==> src/rtl/axi_lite_to_axi_upsizer.sv <==
`default_nettype none
// ============================================================================
// Module      : axi_lite_to_axi_upsizer
// Description : AXI4-Lite slave to AXI4 master bridge with data upsizing.
//               Write data is replicated across the wide bus and strobes are
//               steered into the addressed lane; AW and W are joined so the
//               master side never sees W without its address. Outstanding
//               reads record their lane in a small FIFO so R data is taken
//               from the correct lane. Defining AXI_LITE_TO_AXI_WR_LIMIT_EN
//               adds a counter that limits outstanding writes to MaxWrites.
// Revision    : 1.0 - initial release
// ============================================================================
module axi_lite_to_axi_upsizer #(
  parameter int unsigned AddrWidth     = 32,
  parameter int unsigned LiteDataWidth = 32,
  parameter int unsigned AxiDataWidth  = 64,
  parameter int unsigned IdWidth       = 4,
  parameter int unsigned AxiId         = 0,
  parameter int unsigned MaxReads      = 4,
  parameter int unsigned MaxWrites     = 4
) (
  input  logic                         clk_i,
  input  logic                         rst_i,
  // AXI4-Lite slave side
  input  logic [AddrWidth-1:0]         slv_aw_addr_i,
  input  logic [2:0]                   slv_aw_prot_i,
  input  logic                         slv_aw_valid_i,
  output logic                         slv_aw_ready_o,
  input  logic [LiteDataWidth-1:0]     slv_w_data_i,
  input  logic [LiteDataWidth/8-1:0]   slv_w_strb_i,
  input  logic                         slv_w_valid_i,
  output logic                         slv_w_ready_o,
  output logic [1:0]                   slv_b_resp_o,
  output logic                         slv_b_valid_o,
  input  logic                         slv_b_ready_i,
  input  logic [AddrWidth-1:0]         slv_ar_addr_i,
  input  logic [2:0]                   slv_ar_prot_i,
  input  logic                         slv_ar_valid_i,
  output logic                         slv_ar_ready_o,
  output logic [LiteDataWidth-1:0]     slv_r_data_o,
  output logic [1:0]                   slv_r_resp_o,
  output logic                         slv_r_valid_o,
  input  logic                         slv_r_ready_i,
  // AXI4 master side
  output logic [IdWidth-1:0]           mst_aw_id_o,
  output logic [AddrWidth-1:0]         mst_aw_addr_o,
  output logic [7:0]                   mst_aw_len_o,
  output logic [2:0]                   mst_aw_size_o,
  output logic [1:0]                   mst_aw_burst_o,
  output logic                         mst_aw_lock_o,
  output logic [3:0]                   mst_aw_cache_o,
  output logic [2:0]                   mst_aw_prot_o,
  output logic [3:0]                   mst_aw_qos_o,
  output logic [3:0]                   mst_aw_region_o,
  output logic [5:0]                   mst_aw_atop_o,
  output logic [0:0]                   mst_aw_user_o,
  output logic                         mst_aw_valid_o,
  input  logic                         mst_aw_ready_i,
  output logic [AxiDataWidth-1:0]      mst_w_data_o,
  output logic [AxiDataWidth/8-1:0]    mst_w_strb_o,
  output logic                         mst_w_last_o,
  output logic [0:0]                   mst_w_user_o,
  output logic                         mst_w_valid_o,
  input  logic                         mst_w_ready_i,
  input  logic [IdWidth-1:0]           mst_b_id_i,
  input  logic [1:0]                   mst_b_resp_i,
  input  logic                         mst_b_valid_i,
  output logic                         mst_b_ready_o,
  output logic [IdWidth-1:0]           mst_ar_id_o,
  output logic [AddrWidth-1:0]         mst_ar_addr_o,
  output logic [7:0]                   mst_ar_len_o,
  output logic [2:0]                   mst_ar_size_o,
  output logic [1:0]                   mst_ar_burst_o,
  output logic                         mst_ar_lock_o,
  output logic [3:0]                   mst_ar_cache_o,
  output logic [2:0]                   mst_ar_prot_o,
  output logic [3:0]                   mst_ar_qos_o,
  output logic [3:0]                   mst_ar_region_o,
  output logic [0:0]                   mst_ar_user_o,
  output logic                         mst_ar_valid_o,
  input  logic                         mst_ar_ready_i,
  input  logic [IdWidth-1:0]           mst_r_id_i,
  input  logic [AxiDataWidth-1:0]      mst_r_data_i,
  input  logic [1:0]                   mst_r_resp_i,
  input  logic                         mst_r_last_i,
  input  logic                         mst_r_valid_i,
  output logic                         mst_r_ready_o
);

  localparam int unsigned Ratio     = AxiDataWidth / LiteDataWidth;
  localparam int unsigned LiteStrbW = LiteDataWidth / 8;
  localparam int unsigned AxiStrbW  = AxiDataWidth / 8;
  localparam int unsigned LiteOffW  = $clog2(LiteStrbW);
  localparam int unsigned AxiOffW   = $clog2(AxiStrbW);
  localparam int unsigned LaneW     = (Ratio > 1) ? $clog2(Ratio) : 1;
  localparam int unsigned PtrW      = (MaxReads > 1) ? $clog2(MaxReads) : 1;
  localparam int unsigned CntW      = $clog2(MaxReads + 1);

  // --------------------------------------------------------------------------
  // Lane selection from the address
  // --------------------------------------------------------------------------
  logic [LaneW-1:0] aw_lane;
  logic [LaneW-1:0] ar_lane;

  if (Ratio > 1) begin : g_lane
    assign aw_lane = slv_aw_addr_i[AxiOffW-1:LiteOffW];
    assign ar_lane = slv_ar_addr_i[AxiOffW-1:LiteOffW];
  end else begin : g_lane_none
    assign aw_lane = '0;
    assign ar_lane = '0;
  end

  // --------------------------------------------------------------------------
  // Constant AXI4 request fields: single beat, Lite-sized, INCR
  // --------------------------------------------------------------------------
  assign mst_aw_id_o     = IdWidth'(AxiId);
  assign mst_aw_addr_o   = slv_aw_addr_i;
  assign mst_aw_len_o    = 8'd0;
  assign mst_aw_size_o   = 3'($clog2(LiteStrbW));
  assign mst_aw_burst_o  = 2'b01;
  assign mst_aw_lock_o   = 1'b0;
  assign mst_aw_cache_o  = 4'd0;
  assign mst_aw_prot_o   = slv_aw_prot_i;
  assign mst_aw_qos_o    = 4'd0;
  assign mst_aw_region_o = 4'd0;
  assign mst_aw_atop_o   = 6'd0;
  assign mst_aw_user_o   = 1'b0;

  assign mst_ar_id_o     = IdWidth'(AxiId);
  assign mst_ar_addr_o   = slv_ar_addr_i;
  assign mst_ar_len_o    = 8'd0;
  assign mst_ar_size_o   = 3'($clog2(LiteStrbW));
  assign mst_ar_burst_o  = 2'b01;
  assign mst_ar_lock_o   = 1'b0;
  assign mst_ar_cache_o  = 4'd0;
  assign mst_ar_prot_o   = slv_ar_prot_i;
  assign mst_ar_qos_o    = 4'd0;
  assign mst_ar_region_o = 4'd0;
  assign mst_ar_user_o   = 1'b0;

  assign mst_w_data_o = {Ratio{slv_w_data_i}};
  assign mst_w_strb_o = AxiStrbW'(slv_w_strb_i) << (aw_lane * LiteStrbW);
  assign mst_w_last_o = 1'b1;
  assign mst_w_user_o = 1'b0;

  // --------------------------------------------------------------------------
  // Write join: AW and W are offered together and retired together
  // --------------------------------------------------------------------------
  logic wr_credit;
  logic wr_req;
  logic aw_hs;
  logic w_hs;
  logic wr_done;
  logic aw_done_q, aw_done_d;
  logic w_done_q, w_done_d;

  assign wr_req         = slv_aw_valid_i & slv_w_valid_i & wr_credit & ~rst_i;
  assign mst_aw_valid_o = wr_req & ~aw_done_q;
  assign mst_w_valid_o  = wr_req & ~w_done_q;
  assign aw_hs          = mst_aw_valid_o & mst_aw_ready_i;
  assign w_hs           = mst_w_valid_o & mst_w_ready_i;
  assign wr_done        = wr_req & (aw_done_q | aw_hs) & (w_done_q | w_hs);
  assign slv_aw_ready_o = wr_done;
  assign slv_w_ready_o  = wr_done;

  // Remember which half of the write has been accepted until both are
  always_comb begin
    aw_done_d = aw_done_q | aw_hs;
    w_done_d  = w_done_q | w_hs;
    if (wr_done) begin
      aw_done_d = 1'b0;
      w_done_d  = 1'b0;
    end
  end

  // Write join flag registers
  always_ff @(posedge clk_i) begin
    if (rst_i) begin
      aw_done_q <= 1'b0;
      w_done_q  <= 1'b0;
    end else begin
      aw_done_q <= aw_done_d;
      w_done_q  <= w_done_d;
    end
  end

  // B channel is a straight passthrough
  assign slv_b_resp_o  = mst_b_resp_i;
  assign slv_b_valid_o = mst_b_valid_i & ~rst_i;
  assign mst_b_ready_o = slv_b_ready_i & ~rst_i;

`ifdef AXI_LITE_TO_AXI_WR_LIMIT_EN
  localparam int unsigned WrCntW = $clog2(MaxWrites + 1);

  logic [WrCntW-1:0] wr_cnt_q, wr_cnt_d;
  logic              b_hs;

  assign b_hs      = slv_b_valid_o & slv_b_ready_i;
  assign wr_credit = (wr_cnt_q < WrCntW'(MaxWrites));

  // Outstanding write count: up on completion, down on B
  always_comb begin
    wr_cnt_d = wr_cnt_q;
    if (wr_done && !b_hs) begin
      wr_cnt_d = wr_cnt_q + WrCntW'(1);
    end else if (!wr_done && b_hs && (wr_cnt_q != '0)) begin
      wr_cnt_d = wr_cnt_q - WrCntW'(1);
    end
  end

  // Outstanding write counter register
  always_ff @(posedge clk_i) begin
    if (rst_i) begin
      wr_cnt_q <= '0;
    end else begin
      wr_cnt_q <= wr_cnt_d;
    end
  end
`else
  assign wr_credit = 1'b1;
`endif

  // --------------------------------------------------------------------------
  // Read path: lane offset FIFO
  // --------------------------------------------------------------------------
  logic [LaneW-1:0] lane_mem_q [MaxReads];
  logic [LaneW-1:0] lane_mem_d [MaxReads];
  logic [PtrW-1:0]  wr_ptr_q, wr_ptr_d;
  logic [PtrW-1:0]  rd_ptr_q, rd_ptr_d;
  logic [CntW-1:0]  rd_cnt_q, rd_cnt_d;
  logic             fifo_full;
  logic             fifo_empty;
  logic             ar_hs;
  logic             r_hs;
  logic             pop;
  logic [LaneW-1:0] r_lane;

  function automatic logic [PtrW-1:0] ptr_inc(input logic [PtrW-1:0] p);
    return (p == PtrW'(MaxReads - 1)) ? '0 : p + PtrW'(1);
  endfunction

  // A full FIFO blocks AR regardless of a same-cycle pop, keeping AR
  // readiness independent of the R channel.
  assign fifo_full      = (rd_cnt_q == CntW'(MaxReads));
  assign fifo_empty     = (rd_cnt_q == '0);
  assign mst_ar_valid_o = slv_ar_valid_i & ~fifo_full & ~rst_i;
  assign slv_ar_ready_o = mst_ar_ready_i & ~fifo_full & ~rst_i;
  assign ar_hs          = slv_ar_valid_i & slv_ar_ready_o;

  assign slv_r_valid_o  = mst_r_valid_i & ~rst_i;
  assign mst_r_ready_o  = slv_r_ready_i & ~rst_i;
  assign slv_r_resp_o   = mst_r_resp_i;
  assign r_hs           = slv_r_valid_o & slv_r_ready_i;
  assign pop            = r_hs & ~fifo_empty;
  assign r_lane         = fifo_empty ? '0 : lane_mem_q[rd_ptr_q];
  assign slv_r_data_o   = mst_r_data_i[r_lane * LiteDataWidth +: LiteDataWidth];

  // Push lane on AR handshake, pop on R handshake
  always_comb begin
    lane_mem_d = lane_mem_q;
    wr_ptr_d   = wr_ptr_q;
    rd_ptr_d   = rd_ptr_q;
    rd_cnt_d   = rd_cnt_q;
    if (ar_hs) begin
      lane_mem_d[wr_ptr_q] = ar_lane;
      wr_ptr_d             = ptr_inc(wr_ptr_q);
    end
    if (pop) begin
      rd_ptr_d = ptr_inc(rd_ptr_q);
    end
    if (ar_hs && !pop) begin
      rd_cnt_d = rd_cnt_q + CntW'(1);
    end else if (!ar_hs && pop) begin
      rd_cnt_d = rd_cnt_q - CntW'(1);
    end
  end

  // Read FIFO registers
  always_ff @(posedge clk_i) begin
    if (rst_i) begin
      lane_mem_q <= '{default: '0};
      wr_ptr_q   <= '0;
      rd_ptr_q   <= '0;
      rd_cnt_q   <= '0;
    end else begin
      lane_mem_q <= lane_mem_d;
      wr_ptr_q   <= wr_ptr_d;
      rd_ptr_q   <= rd_ptr_d;
      rd_cnt_q   <= rd_cnt_d;
    end
  end

  // IDs and R last carry no information for single-beat fixed-ID traffic
  logic unused_inputs;
  assign unused_inputs = ^{mst_b_id_i, mst_r_id_i, mst_r_last_i};

`ifndef SYNTHESIS
  // An R beat with no read outstanding means the downstream broke protocol
  a_r_without_ar : assert property (@(posedge clk_i) disable iff (rst_i)
                                    mst_r_valid_i |-> !fifo_empty);
`endif

endmodule
`default_nettype wire

==> config.mk <==
export PLATFORM = sky130hd
export DESIGN_NAME = axi_lite_to_axi_upsizer
export DESIGN_NICKNAME = d
export VERILOG_FILES = /design/src/rtl/axi_lite_to_axi_upsizer.sv
export SDC_FILE = /design/constraint.sdc
export NUM_CORES = 1
export LEC_CHECK = 0
export ABC_AREA = 0
export CAP_MARGIN = 20
export CORE_AREA = 5 5 172 174
export DETAILED_ROUTE_END_ITERATION = 8
export DIE_AREA = 0 0 177 179
export DONT_BUFFER_PORTS = 1
export GPL_ROUTABILITY_DRIVEN = 0
export PLACE_DENSITY = 0.31
export REMOVE_ABC_BUFFERS = 1
export SLEW_MARGIN = 10
export SYNTH_ARGS = -nofsm -noshare
export SYNTH_HDL_FRONTEND = slang
export SYNTH_SLANG_ARGS = --single-unit
==> constraint.sdc <==
create_clock -name clk_i -period 6.6 [get_ports clk_i]
set_input_delay 0.66 -clock clk_i [delete_from_list [all_inputs] [get_ports clk_i]]
set_output_delay 0.66 -clock clk_i [all_outputs]
set_load 0.03 [all_outputs]
==> qor.yml <==
synth_top_area_cell: "buf_4"
critPathRequiredTime_ns: 5.94
tns_ns: 0
power_frac_comb_pct: 41.7
pwr-share-clk_pct: 33.3
design.core.area_um2: 27600
hpwl_mm: 26.4
io_pins: 453
vias: 1605
cts_hold_buffers: 0
swShare_pct: 44.0
route.met2.wl_mm: 13.3
fp.dieH_um: 179
p_leak_nw: 0.901
die_w_um: 177
critical-path-max-stage-delay_ns: 0.55
cap_violations: 0
setup_slack_ns: 3.79
worstSetupPathType: "register to output port"
p_per_area_nw_per_um2: 166
root_buffer: "clkbuf_16"
cts_buffer_depth: 2
relSlewSlack_pct: 33.6
worstPathCellList: "mux4_2 -> nand2_4 -> mux2_2"
stdcell_area_um2: 2120
fin_total_pwr_uw: 351
drc: 0
layout.cells.non_filler: 579
ys_seq_area_share_pct: 8.82
p_int_uw: 197
synth_area_um2: 2950
fin_hold_ws_ns: 0.473
grt_max_degree: 33
worst_setup_path_end_kind: "output port"
synth-edff-count: 0
fp-row-count: 61
cp_slowest_cell: "mux4_2"
drive_gt1_share_pct: 20.9
path_max_fanout: 32
h-tree-depth: 1
async_reset_ff_share_pct: 0
tritoncts: "yes"
diodes: 0
clk_latency_ns: 0.24
wl_met1_mm: 4.44
maxSlewViolCount: 0
cts_made_buffers: 3
syn_avg_cell_area_um2: 8.57
worstHoldPathType: "register to register"
synth.distinct_cells: 36
ys_ff_latch: 13
cp-startpoint: "rd_ptr_q[0]$_SDFFE_PP0P_"
numPlacedInstances: 575
die_area_um2: 31700
ir_worst_vdd_v: 0.0000927
wl_per_cell_um: 47.7
r2r-start: "rd_cnt_q[0]$_SDFFE_PP0P_"
finalWirelength_mm: 27.6
area_growth_pct: -28.1
fin_crit_sh_pct: 42.6
cts_resized: 0
hold_start: "lane_mem_q[1]$_SDFFE_PP0P_"
detail_route.first_pass.iterations: 4
pre_cts_slack_ns: 4.03
ff2ff_path_depth: 8
rsz0062_at_grt: "no"
cp-start-kind: "register"
synth_flop_cell: "dfxtp_1"
finalHoldViolations: 0
vias_per_cell: 2.77
worst_pin_slew_ns: 0.990
timing.fmax_mhz: 356
track_usage_pct: 15.9
synth_top_cell_area_share_pct: 53.2
routed.top_layer: "met5"
min_path_cells: 2
place_area_um2: 2040
seqPwrFrac_pct: 25.1
initialDrtViolationCount: 51
synth_top_cells_by_count: "209 x buf_4, 30 x mux2_4, 13 x dfxtp_1"
switching_power_uw: 155
ant_nets: 0
nFillCells: 3278
yosysWarnings: 0
path_clk_slew_ns: 0.05
antenna_found_initial: 5
cts_setup_buffers: 0
grt_pass1_wl_mm: 29.0
cts_num_sinks: 13
port_buffers: 0
start_util_pct: 10.7
met3_length_mm: 9.23
crit_arrival_ns: 2.15
synth_cells: 344
grt_overflow_total: 0
yosys.cell_count.top_type: "buf_4"
fin_worst_skew_ns: 0.00173
synth.area.top_cells: "buf_4 53%, mux2_4 15%, dfxtp_1 8.8%"
layout.nets: 404
final.min_clock_period_ns: 2.81
status: "finished, final reports clean"
grt_pass1_vias: 1384
utilization_pct: 7.67
setup_viol: 0
## flip-flops by register name, indices dropped and copies added (netlist names)
name / flops
lane_mem_q: 4
rd_cnt_q: 3
rd_ptr_q: 2
wr_ptr_q: 2
aw_done_q: 1
w_done_q: 1
## layout make-up
| cell class | instances | area, µm² | area share (%) |
|---|---|---|---|
| inverters | 5 | 18.8 | 0.885 |
| clock buffers | 4 | 78.8 | 3.72 |
| multi-input cells | 179 | 1290 | 60.8 |
| flip-flops and latches | 13 | 260 | 12.3 |
| well taps | 378 | 473 | 22.3 |
## worst paths after layout
check	end	slack [ns]
worst max register to register	rd_cnt_q[2]$_SDFFE_PP0P_	4.39
worst min-delay path	lane_mem_q[1]$_SDFFE_PP0P_	0.47
worst min register to register	lane_mem_q[1]$_SDFFE_PP0P_	0.47
worst max-delay path	slv_r_data_o[6]	3.79
## kinds of logic (layout without fill, tap and decap cells)
logic type	after synthesis	in the layout	synth area share [%]
simple gates	47	47	9.25
other cells	2	70	0.255
xor+xnor	2	2	0.594
fa+ha+maj	7	7	3.22
buf+inv	220	9	56.3
flops	13	13	8.82
mux	35	35	17.5
compound gates	18	18	4.07
## critical path: cells and delay by family (launching register included)
kind             cells  cell delay [ns]
flip-flops           1             0.39
multiplexers         2             1.05
AND/OR/NAND/NOR      1             0.45
## power groups by stage
| stage | clock, mW | combinational, mW | sequential, mW |
|---|---|---|---|
| finish | 0.117 | 0.146 | 0.0880 |
| global route | 0.124 | 0.155 | 0.0889 |
| CTS | 0.121 | 0.146 | 0.0881 |
| detailed placement | 0 | 0.146 | 0.0897 |
| global placement | 0 | 0.146 | 0.0900 |
| floorplan | 0 | 0.136 | 0.0884 |
## routing by layer
layer	global-route usage (%)	up-vias
met2	26.8	366
met4	1.93	16
met5	5.93	-
met1	7.48	638
li1	-	549
met3	25.9	36
## placed cells by master, fill, tap and decap left out
| master | count |
|---|---|
| nor2b_1 | 8 |
| o21ai_0 | 1 |
| xor2_1 | 2 |
| o311ai_0 | 1 |
| clkbuf_16 | 3 |
| mux2_4 | 30 |
| o41ai_1 | 1 |
| or3_2 | 1 |
| or3_1 | 1 |
| nand2_4 | 1 |
| conb_1 | 70 |
| clkbuf_1 | 1 |
| fa_1 | 1 |
| a21oi_1 | 8 |
| nor3_2 | 1 |
| mux2i_1 | 2 |
| nor3b_2 | 1 |
| nand2_1 | 6 |
| nand2b_1 | 1 |
| nor3_1 | 2 |
| and3b_1 | 1 |
| or3b_2 | 1 |
| nand3b_1 | 1 |
| mux4_2 | 1 |
| and2_1 | 4 |
| o31ai_1 | 5 |
| a311o_1 | 2 |
| or3_4 | 1 |
| dfxtp_1 | 13 |
| ha_1 | 6 |
| nor2_1 | 12 |
| inv_1 | 5 |
| or4_1 | 4 |
| nand3_1 | 1 |
| mux2_2 | 2 |
Power figures use the tool's default switching activity.
